**config.mk**
```make
export PLATFORM = sky130hd
export DESIGN_NAME = shift_unit_mc
export DESIGN_NICKNAME = d
export VERILOG_FILES = /design/src/rtl/alu_pkg.sv /design/src/rtl/shift_stage_sel.sv /design/src/rtl/shift_unit_mc.sv
export SDC_FILE = /design/constraint.sdc
export NUM_CORES = 1
export LEC_CHECK = 0
export ABC_AREA = 1
export CORE_MARGIN = 2
export CORE_UTILIZATION = 30
export DETAILED_ROUTE_END_ITERATION = 6
export SYNTH_ARGS = -nofsm -noshare
export SYNTH_HDL_FRONTEND = slang
export SYNTH_SLANG_ARGS = --single-unit
export TNS_END_PERCENT = 1
```
**constraint.sdc**
```tcl
create_clock -name clock -period 5.63 [get_ports clock]
set_input_delay 1.689 -clock clock [delete_from_list [all_inputs] [get_ports clock]]
set_output_delay 1.689 -clock clock [all_outputs]
set_load 0.1 [all_outputs]
```
**src/rtl/alu_pkg.sv**
```systemverilog
// Shared ALU definitions: shift opcodes, shifter FSM encoding and widths.
package alu_pkg;

    localparam int unsigned ALU_W   = 32;
    localparam int unsigned SHAMT_BITS = 5;
    localparam int unsigned K_W     = 3;

    localparam logic SHIFT_OP_SLL = 1'b0;
    localparam logic SHIFT_OP_SRA = 1'b1;

    localparam logic [4:0] ALU_OP_SLL = 5'b00100;
    localparam logic [4:0] ALU_OP_SRA = 5'b00101;

    typedef enum logic [1:0] {
        ST_IDLE  = 2'd0,
        ST_SHIFT = 2'd1,
        ST_DONE  = 2'd2
    } shift_state_e;

endpackage

```
**src/rtl/shift_stage_sel.sv**
```systemverilog
// One fixed-distance shift stage per cycle: picks the 2^k stage for the
// selected direction, or passes acc through when this shamt bit is clear.
module shift_stage_sel
    import alu_pkg::*;
(
    input  logic [ALU_W-1:0] acc,
    input  logic [K_W-1:0]   k,
    input  logic             op_sra,
    input  logic             en,
    output logic [ALU_W-1:0] stage_out_c
);

    logic [ALU_W-1:0] sll_16, sll_8, sll_4, sll_2, sll_1;
    logic [ALU_W-1:0] sra_16, sra_8, sra_4, sra_2, sra_1;
    logic [ALU_W-1:0] sll_sel, sra_sel;

    // Hard-wired stages; sll zero-fills, sra replicates the sign bit.
    assign sll_16 = {acc[15:0], 16'b0};
    assign sll_8  = {acc[23:0], 8'b0};
    assign sll_4  = {acc[27:0], 4'b0};
    assign sll_2  = {acc[29:0], 2'b0};
    assign sll_1  = {acc[30:0], 1'b0};
    assign sra_16 = {{16{acc[31]}}, acc[31:16]};
    assign sra_8  = {{8{acc[31]}},  acc[31:8]};
    assign sra_4  = {{4{acc[31]}},  acc[31:4]};
    assign sra_2  = {{2{acc[31]}},  acc[31:2]};
    assign sra_1  = {acc[31],       acc[31:1]};

    // Select the stage for the current counter value.
    always_comb begin
        sll_sel = acc;
        sra_sel = acc;
        case (k)
            3'd4: begin sll_sel = sll_16; sra_sel = sra_16; end
            3'd3: begin sll_sel = sll_8;  sra_sel = sra_8;  end
            3'd2: begin sll_sel = sll_4;  sra_sel = sra_4;  end
            3'd1: begin sll_sel = sll_2;  sra_sel = sra_2;  end
            3'd0: begin sll_sel = sll_1;  sra_sel = sra_1;  end
            default: begin sll_sel = acc; sra_sel = acc; end
        endcase
    end

    // Direction and enable mux.
    always_comb begin
        stage_out_c = acc;
        if (en) begin
            stage_out_c = (op_sra == SHIFT_OP_SRA) ? sra_sel : sll_sel;
        end
    end

endmodule

```
**src/rtl/shift_unit_mc.sv**
```systemverilog
// Multi-cycle 32-bit shifter: one power-of-two stage per cycle, MSB of
// shamt first, fixed six-cycle start-to-ready latency.
module shift_unit_mc
    import alu_pkg::*;
#(
    parameter int unsigned WIDTH   = 32,
    parameter int unsigned SHAMT_W = 5
) (
    input  logic               clock,
    input  logic               reset,
    input  logic               ctrl_shift,
    input  logic               op_sra,
    input  logic [WIDTH-1:0]   data_operand,
    input  logic [SHAMT_W-1:0] data_shamt,
    output logic [WIDTH-1:0]   data_result,
    output logic               data_resultRDY,
    output logic               busy
);

    localparam logic [K_W-1:0] K_TOP = K_W'(SHAMT_W - 1);

    shift_state_e       state;
    logic [K_W-1:0]     k_q;
    logic [WIDTH-1:0]   acc;
    logic [SHAMT_W-1:0] shamt_q;
    logic               op_q;
    logic [WIDTH-1:0]   stage_out_c;
    logic               stage_en_c;

    assign stage_en_c = shamt_q[k_q];

    shift_stage_sel u_stage (
        .acc         (acc),
        .k           (k_q),
        .op_sra      (op_q),
        .en          (stage_en_c),
        .stage_out_c (stage_out_c)
    );

    // Control FSM, stage counter, operand latches and registered outputs.
    always_ff @(posedge clock) begin
        if (reset) begin
            state          <= ST_IDLE;
            k_q            <= K_TOP;
            acc            <= '0;
            shamt_q        <= '0;
            op_q           <= 1'b0;
            data_result    <= '0;
            data_resultRDY <= 1'b0;
            busy           <= 1'b0;
        end else begin
            data_resultRDY <= 1'b0;
            case (state)
                ST_IDLE: begin
                    if (ctrl_shift) begin
                        acc     <= data_operand;
                        shamt_q <= data_shamt;
                        op_q    <= op_sra;
                        k_q     <= K_TOP;
                        busy    <= 1'b1;
                        state   <= ST_SHIFT;
                    end
                end
                ST_SHIFT: begin
                    acc <= stage_out_c;
                    if (k_q == '0) begin
                        data_result    <= stage_out_c;
                        data_resultRDY <= 1'b1;
                        busy           <= 1'b0;
                        state          <= ST_DONE;
                    end else begin
                        k_q <= k_q - K_W'(1);
                    end
                end
                ST_DONE: begin
                    // Result is presented this cycle; a new start may relatch now.
                    if (ctrl_shift) begin
                        acc     <= data_operand;
                        shamt_q <= data_shamt;
                        op_q    <= op_sra;
                        k_q     <= K_TOP;
                        busy    <= 1'b1;
                        state   <= ST_SHIFT;
                    end else begin
                        state <= ST_IDLE;
                    end
                end
                default: state <= ST_IDLE;
            endcase
        end
    end

endmodule

```
* Word-level counts from Yosys, hierarchy flattened
Cells that the tools add are included.
Operators by class: add/subtract/negate cells 1, order comparisons 1, eq/ne operators 10, muxes and demuxes 19, bitwise logic cells 1, reductions and logical operators 11
Operator list (number):
- $pmux W32 S5 | 1
- $pmux W31 S5 | 1
- $mux W32 | 3
- $pmux W32 S2 | 1
- $reduce_and A2 Y1 | 4
- $eq A3 B2 Y1 const B | 2
- $mux W3 | 2
- $ne A2 B2 Y1 const B | 3
- $pmux W2 S3 | 1
- $pmux W3 S2 | 1
- $reduce_and A3 Y1 | 2
- $mux W1 | 5
- $lt A3 B4 Y1 const B | 1
- $mux W2 | 2
- $reduce_or A2 Y1 | 2
- $bmux W1 S3 | 1
- $eq A3 B1 Y1 const B | 1
- $eq A3 B3 Y1 const B | 1
- $logic_not A3 Y1 | 1
- $sub A3 B1 Y3 const B | 1
- $eq A2 B1 Y1 const B | 1
- $eq A2 B2 Y1 const B | 1
- $logic_not A2 Y1 | 1
- $ne A2 B1 Y1 const B | 1
- 3 further kinds | 3
Storage, ports and cells: register bits after elaboration 77, bits of input ports 41, output and inout port bits 34, logic and storage cells 51

* Depth between registers and ports, before layout
Gate-level depths: netlist (run 1).
depth in word-level cells 5, depth in mapped cells 15, gate-level depth less buffers 14

* Hierarchy
Synthesis (run 1) repeated with hierarchy kept, for this count alone.
Unflattened totals: cells, all modules 1005, area, all modules 5459.0 sq um
Modules (own cells, without submodules):
- shift_unit_mc | instances 1, cells an instance 466, area an instance 3221.8 sq um, sequential area each 1541.5 sq um
- shift_stage_sel | instances 1, cells an instance 539, area an instance 2237.1 sq um, sequential area each 0.0 sq um

* Worst setup path after synthesis (run 1)
No wires, ideal clock.
path type register to output, start point register data_result[0], end point output port data_result[0], data arrival time 0.925 ns, data required time 3.941 ns, slack 3.016 ns, cell stages (with the launch flop) 1, path buffers 0, cells stage by stage dfxtp_1
RTL lines:
- start, declared | RTL line shift_unit_mc.sv:15 | output logic [WIDTH-1:0] data_result,
- start signal, assigned | RTL line shift_unit_mc.sv:67 | data_result <= stage_out_c;
No word-level cell between the ends.

* Final worst setup path (run 1)
start point register data_result[16], end point output port data_result[16]
No word-level cell between the ends.

==> results.py, run 1 <==
metrics = {
    "route": {
        "firstDrtPassIters": 5,
        "post_drt_wl_per_cell_um": 18.14,
        "drc": 0,
        "via_count": 6280,
        "wl_um": 21360,
        "via_per_inst": 5.331,
        "antenna_left": 0,
        "drt_iter0_drc": 463,
    },
    "run": {
        "drv_cap": 0,
    },
    "synthesis": {
        "synth-edff-count": 0,
        "netlist_area_sq_mm": 0.005500,
        "ys_seq_elements": 77,
        "yosysTopAreaCell": "dfxtp_1",
        "synth_ff_type": "dfxtp_1",
        "synth_top_area_share_pct": 28.03,
        "syn-num-nets": 951,
        "avgSynthCellArea_sq_um": 6.078,
        "ys_top_cells_by_area": "dfxtp_1 28%, nand2_1 21%, o21ai_0 6.5%",
        "synthCells": 905,
        "ys_seq_area_share_pct": 28.03,
        "ys_async_sr_fraction_pct": 0,
        "synth.distinct_cells": 39,
        "ys_warn_count": 0,
    },
    "critical_path": {
        "crit_path_top_delay_cell": "clkdlybuf4s50_1",
        "critPathRequiredTime_ns": 3.94,
        "path_delay_family": "buffers and inverters",
        "path_buf_inv": 1,
        "crit_arrival_ns": 1.87,
        "crit_chain": "clkdlybuf4s50_1",
        "end_kind": "output port",
        "worstSetupPathType": "reg -> out",
        "critPathMaxStageDelay_ns": 1.15,
        "cp-start-kind": "flop",
        "path_max_fanout": 2,
    },
    "final_layout": {
        "multi_input_area_sq_mm": 0.003391,
        "drive_gt1_share_pct": 8.641,
        "design_area_sq_mm": 0.006599,
        "fin_cells": 1178,
        "final.fill_count": 2021,
        "seqCellArea_sq_mm": 0.001541,
        "final_util_pct": 36.73,
        "final_common_cell": "nand2_1",
        "nets": 991,
        "final_cell_mix": "305 x nand2_1, 90 x nor2_1, 77 x dfxtp_1",
        "diodes": 0,
        "area_delta_synth_final_pct": 19.97,
    },
    "clock_tree": {
        "cts.sinks": 77,
        "cts_resized": 0,
        "clk_pin_slew_worst_paths_ns": 0.06,
        "h-tree-depth": 3,
        "cts-root-buf": "clkbuf_16",
        "tritoncts": "done",
        "post-cts-setup-buffer-count": 0,
        "clock_path_buffers": 2,
        "ctsHoldBuffers": 0,
        "cts-buffers-inserted": 9,
        "clock_latency_ns": 0.35,
    },
    "floorplan": {
        "ioPinCount": 75,
        "die_area_sq_mm": 0.01943,
        "coreArea_sq_mm": 0.01796,
        "die_height_um": 139.4,
        "die_w_um": 139.4,
        "rows": 49,
        "initial_core_util_pct": 30.62,
    },
    "global_route": {
        "antenna_found_initial": 0,
        "grt_use_total_pct": 21.59,
        "grt_pass1_wl_um": 32950,
        "grt_pass1_vias": 5810,
        "grt_overflow_total": 0,
        "grt_start_max_net_pins": 61,
    },
    "outcome": {
        "status": "complete, no violations",
    },
    "sta": {
        "fin_skew_ns": 0.009786,
        "tns_ns": 0,
        "tightest_slew_ns": 1.224,
        "rsz0062_at_grt": "false",
        "maxSlewViolCount": 0,
        "fin_crit_sh_pct": 63.24,
        "fmax_mhz": 280.9,
        "finalHoldViolCount": 0,
        "slew_headroom_pct": 18.30,
        "period_minus_slack_ns": 3.560,
        "setup_viol": 0,
    },
    "power_and_ir_drop": {
        "p_per_area_mw_per_mm2": 291.1,
        "vdd_drop_max_v": 0.0001807,
        "p_leak_nw": 2.886,
    },
    "placement": {
        "post_dp_cell_area_sq_mm": 0.006300,
        "hpwl_um": 15500,
        "port_buffers": 74,
        "place_inst": 1163,
        "globalplace.congestion": 0.9873,
    },
    "hold_path": {
        "min_path_type": "reg -> reg",
    },
}
==> worst paths after layout <==
check | end | from | depth (start not counted) | slack [ns]
worst max-delay path | data_result[16] | data_result[16] | 1 | 2.07
worst min-delay path | busy | busy | 2 | 0.47
worst max register to register | data_result[13] | state[0] | 9 | 2.64
worst min register to register | busy | busy | 2 | 0.47
==> metrics by stage <==
stage | hold slack (ns) | setup slack, ns | power, mW
5_1_grt | 0.5057 | 1.948 | 2.005
2_1_floorplan | 0.4554 | 3.016 | 1.128
3_5_place_dp | 0.4711 | 1.765 | 1.323
6_report | 0.4721 | 2.070 | 1.921
4_1_cts | 0.4800 | 2.063 | 1.917
3_3_place_gp | 0.4561 | 1.801 | 1.326
==> synthesized netlist by cell type (12+ instances only) <==
cell      instances
nand2_1         305
nor2_1           91
dfxtp_1          77
o21ai_0          71
a21oi_1          66
inv_1            64
nand3_1          61
buf_2            20
clkbuf_1         18
o21ai_1          16
nand2_4          12
nand4_1          12
==> routing by layer <==
layer	part of all wire (%)	global-route usage, %	vias up
met5	0	0	-
met4	2.9	7.709	0
met3	6.9	3.785	44
met2	44	32.51	270
met1	46	30.92	2933
li1	-	-	3033
==> cells by family after synthesis <==
| logic type | Yosys count | share of synthesized area [%] |
|---|---|---|
| flip-flops | 77 | 28.03 |
| AO/OA/AOI/OAI | 191 | 19.65 |
| AND/OR/NAND/NOR | 506 | 40.63 |
| adder cells (fa/ha/maj) | 5 | 1.137 |
| buffers and inverters | 126 | 10.56 |
==> where the power goes <==
part | total, mW | internal, mW | switching (mW) | leakage (nW)
sequential | 0.671 | 0.592 | 0.0788 | 0.631
clock | 0.596 | 0.354 | 0.242 | 0.145
combinational | 0.654 | 0.194 | 0.460 | 2.11
==> cell type report <==
type	instances	share of cell area, %
Inverter	72	4.133
Tap cell	229	4.342
Multi-Input combinational cell	702	51.38
Clock inverter	5	0.9101
Sequential cell	77	23.36
Clock buffer	10	3.622
Timing Repair Buffer	83	12.25
==> state kept, by name (all words and copies together) (netlist names) <==
name,flops
k_q,3
shamt_q,5
data_result,32
state,2
busy,1
acc,32
data_resultRDY,1
op_q,1
No activity file was read; power rests on OpenSTA's default activity.
==> inputs of run 2 (changes only) <==
- clock period: 5.63 -> 3.2 ns (I/O delays scaled with it)
==> results.py, run 2 (synthesis gave the netlist of run 1 again) <==
metrics = {
    "outcome": {
        "status": "complete, no violations",
    },
    "placement": {
        "hpwl_um": 15760,
        "place_inst": 1172,
        "post_dp_cell_area_sq_mm": 0.006295,
        "pre_cts_ws_ns": 0.6511,
        "port_buffers": 74,
        "globalplace.congestion": 0.9643,
    },
    "power_and_ir_drop": {
        "power_switching_mw": 1.374,
        "p_sw_share_pct": 39.77,
        "combPwrFrac_pct": 33.5,
        "p_clk_share_pct": 32.3,
        "p_leak_nw": 3.004,
        "p_per_area_mw_per_mm2": 522.7,
        "p_seq_share_pct": 34.3,
        "power.internal_mw": 2.081,
        "power.total_mw": 3.455,
        "vdd_drop_max_v": 0.0003720,
    },
    "route": {
        "antenna_left": 0,
        "drt_iter0_drc": 707,
        "via_per_inst": 5.300,
        "wl_um": 21250,
        "firstDrtPassIters": 7,
        "via_count": 6296,
        "drc": 0,
        "post_drt_wl_per_cell_um": 17.89,
    },
    "final_layout": {
        "drive_gt1_share_pct": 12.93,
        "nets": 1000,
        "area_delta_synth_final_pct": 20.20,
        "final_common_cell": "nand2_1",
        "final.fill_count": 1977,
        "final_cell_mix": "305 x nand2_1, 90 x nor2_1, 77 x dfxtp_1",
        "design_area_sq_mm": 0.006611,
        "multi_input_area_sq_mm": 0.003391,
        "final_util_pct": 36.80,
        "diodes": 0,
        "seqCellArea_sq_mm": 0.001541,
        "reg.largest.list": "acc x32, data_result x32, shamt_q x5",
        "fin_cells": 1188,
    },
    "critical_path": {
        "critPathRequiredTime_ns": 3.49,
        "crit_chain": "inv_1 -> ha_1 -> inv_2 -> nand3_2 -> inv_2 -> a21oi_4 -> buf_4 -> nand3_1 -> o21ai_1 -> nand2_1 -> a21oi_1",
        "end_kind": "flop",
        "path_buf_inv": 4,
        "crit_arrival_ns": 2.77,
        "worst_r2r_endpoint": "acc[8]",
        "path_delay_family": "compound AO/OA/AOI/OAI gates",
        "cp.depth": 11,
        "worstSetupPathType": "reg -> reg",
        "crit_end": "acc[8]",
        "crit_path_top_delay_cell": "a21oi_4",
        "critPathMaxStageDelay_ns": 0.43,
        "ff2ff_setup_slack_ns": 0.72,
        "rr_startpoint": "k_q[1]",
        "cpMostUsedCell": "inv_2",
        "cp-start-kind": "flop",
        "path_max_fanout": 14,
        "crit_start": "k_q[1]",
        "r2r_cells": 11,
    },
    "global_route": {
        "grt_overflow_total": 0,
        "antenna_found_initial": 0,
        "grt_use_total_pct": 22.12,
        "grt_pass1_vias": 6053,
        "grt_start_max_net_pins": 60,
        "grt_pass1_wl_um": 34000,
    },
    "floorplan": {
        "die_w_um": 139.4,
        "initial_core_util_pct": 30.62,
        "rows": 49,
        "die_height_um": 139.4,
        "coreArea_sq_mm": 0.01796,
        "die_area_sq_mm": 0.01943,
        "ioPinCount": 75,
    },
    "sta": {
        "rsz0062_at_grt": "false",
        "period_minus_slack_ns": 2.478,
        "slew_headroom_pct": 53.84,
        "tightest_slew_ns": 0.6907,
        "fin_crit_sh_pct": 77.44,
        "maxSlewViolCount": 0,
        "hold_slack_ns": 0.4658,
        "finalHoldViolCount": 0,
        "fmax_mhz": 403.6,
        "fin_skew_ns": 0.008107,
        "final.setup.worst_slack_ns": 0.7220,
        "setup_viol": 0,
        "tns_ns": 0,
    },
    "clock_tree": {
        "cts-root-buf": "clkbuf_16",
        "cts.sinks": 77,
        "tritoncts": "done",
        "clock_path_buffers": 2,
        "ctsHoldBuffers": 0,
        "cts-buffers-inserted": 9,
        "post-cts-setup-buffer-count": 0,
        "clock_latency_ns": 0.35,
        "clk_pin_slew_worst_paths_ns": 0.07,
        "h-tree-depth": 3,
        "cts_resized": 0,
    },
    "hold_path": {
        "min_path_type": "reg -> reg",
    },
    "run": {
        "drv_cap": 0,
    },
}
-- run 2: cell count changes in the layout (fill, tap and decap cells not counted), sizes merged --
cell           delta
clkinvlp          +1
clkdlybuf4s50    -34
buf              +43
clkinv            -2
bufinv            +1
clkbuf            +1
-- run 2: layout make-up --
type	count	area share, %
inverters	72	4.126
repair buffers	92	12.15
clock buffers	11	3.520
well taps	229	4.334
clock inverters	5	1.268
multi-input cells	702	51.29
flip-flops and latches	77	23.32
-- run 2: metal layers --
| layer | vias up | wire (um) | track usage, % |
|---|---|---|---|
| met5 | - | 0 | 0 |
| met4 | 0 | 883 | 10.21 |
| met3 | 53 | 1797 | 3.304 |
| met2 | 322 | 9227 | 34.00 |
| met1 | 2874 | 9340 | 30.52 |
| li1 | 3047 | - | - |
-- run 2: worst reg2reg max path, delay by kind of cell (launching register included) --
kind                       cells  cell delay [ns]
AOI/OAI and AO/OA              3             0.77
DFF                            1             0.34
adders and majority gates      1             0.42
and+or+nand+nor                3             0.30
buffers and inverters          4             0.59
-- run 2: power groups by stage --
stage | clock, mW | sequential [mW] | combinational [mW]
after global placement | 0 | 1.20 | 1.14
after CTS | 1.14 | 1.17 | 1.15
after global routing | 1.17 | 1.19 | 1.26
after detailed placement | 0 | 1.20 | 1.14
final | 1.12 | 1.18 | 1.16
after floorplan | 0 | 1.27 | 0.715
-- run 2: worst min path at each step --
stage / startpoint / to / slack (ns) / cells after the start
final: busy / busy / 0.47 / 2
after global routing: busy / busy / 0.49 / 2
after CTS: busy / busy / 0.47 / 2
after detailed placement: busy / busy / 0.46 / 2
after global placement: busy / busy / 0.46 / 2
after floorplan: shamt_q[0] / shamt_q[0] / 0.46 / 2
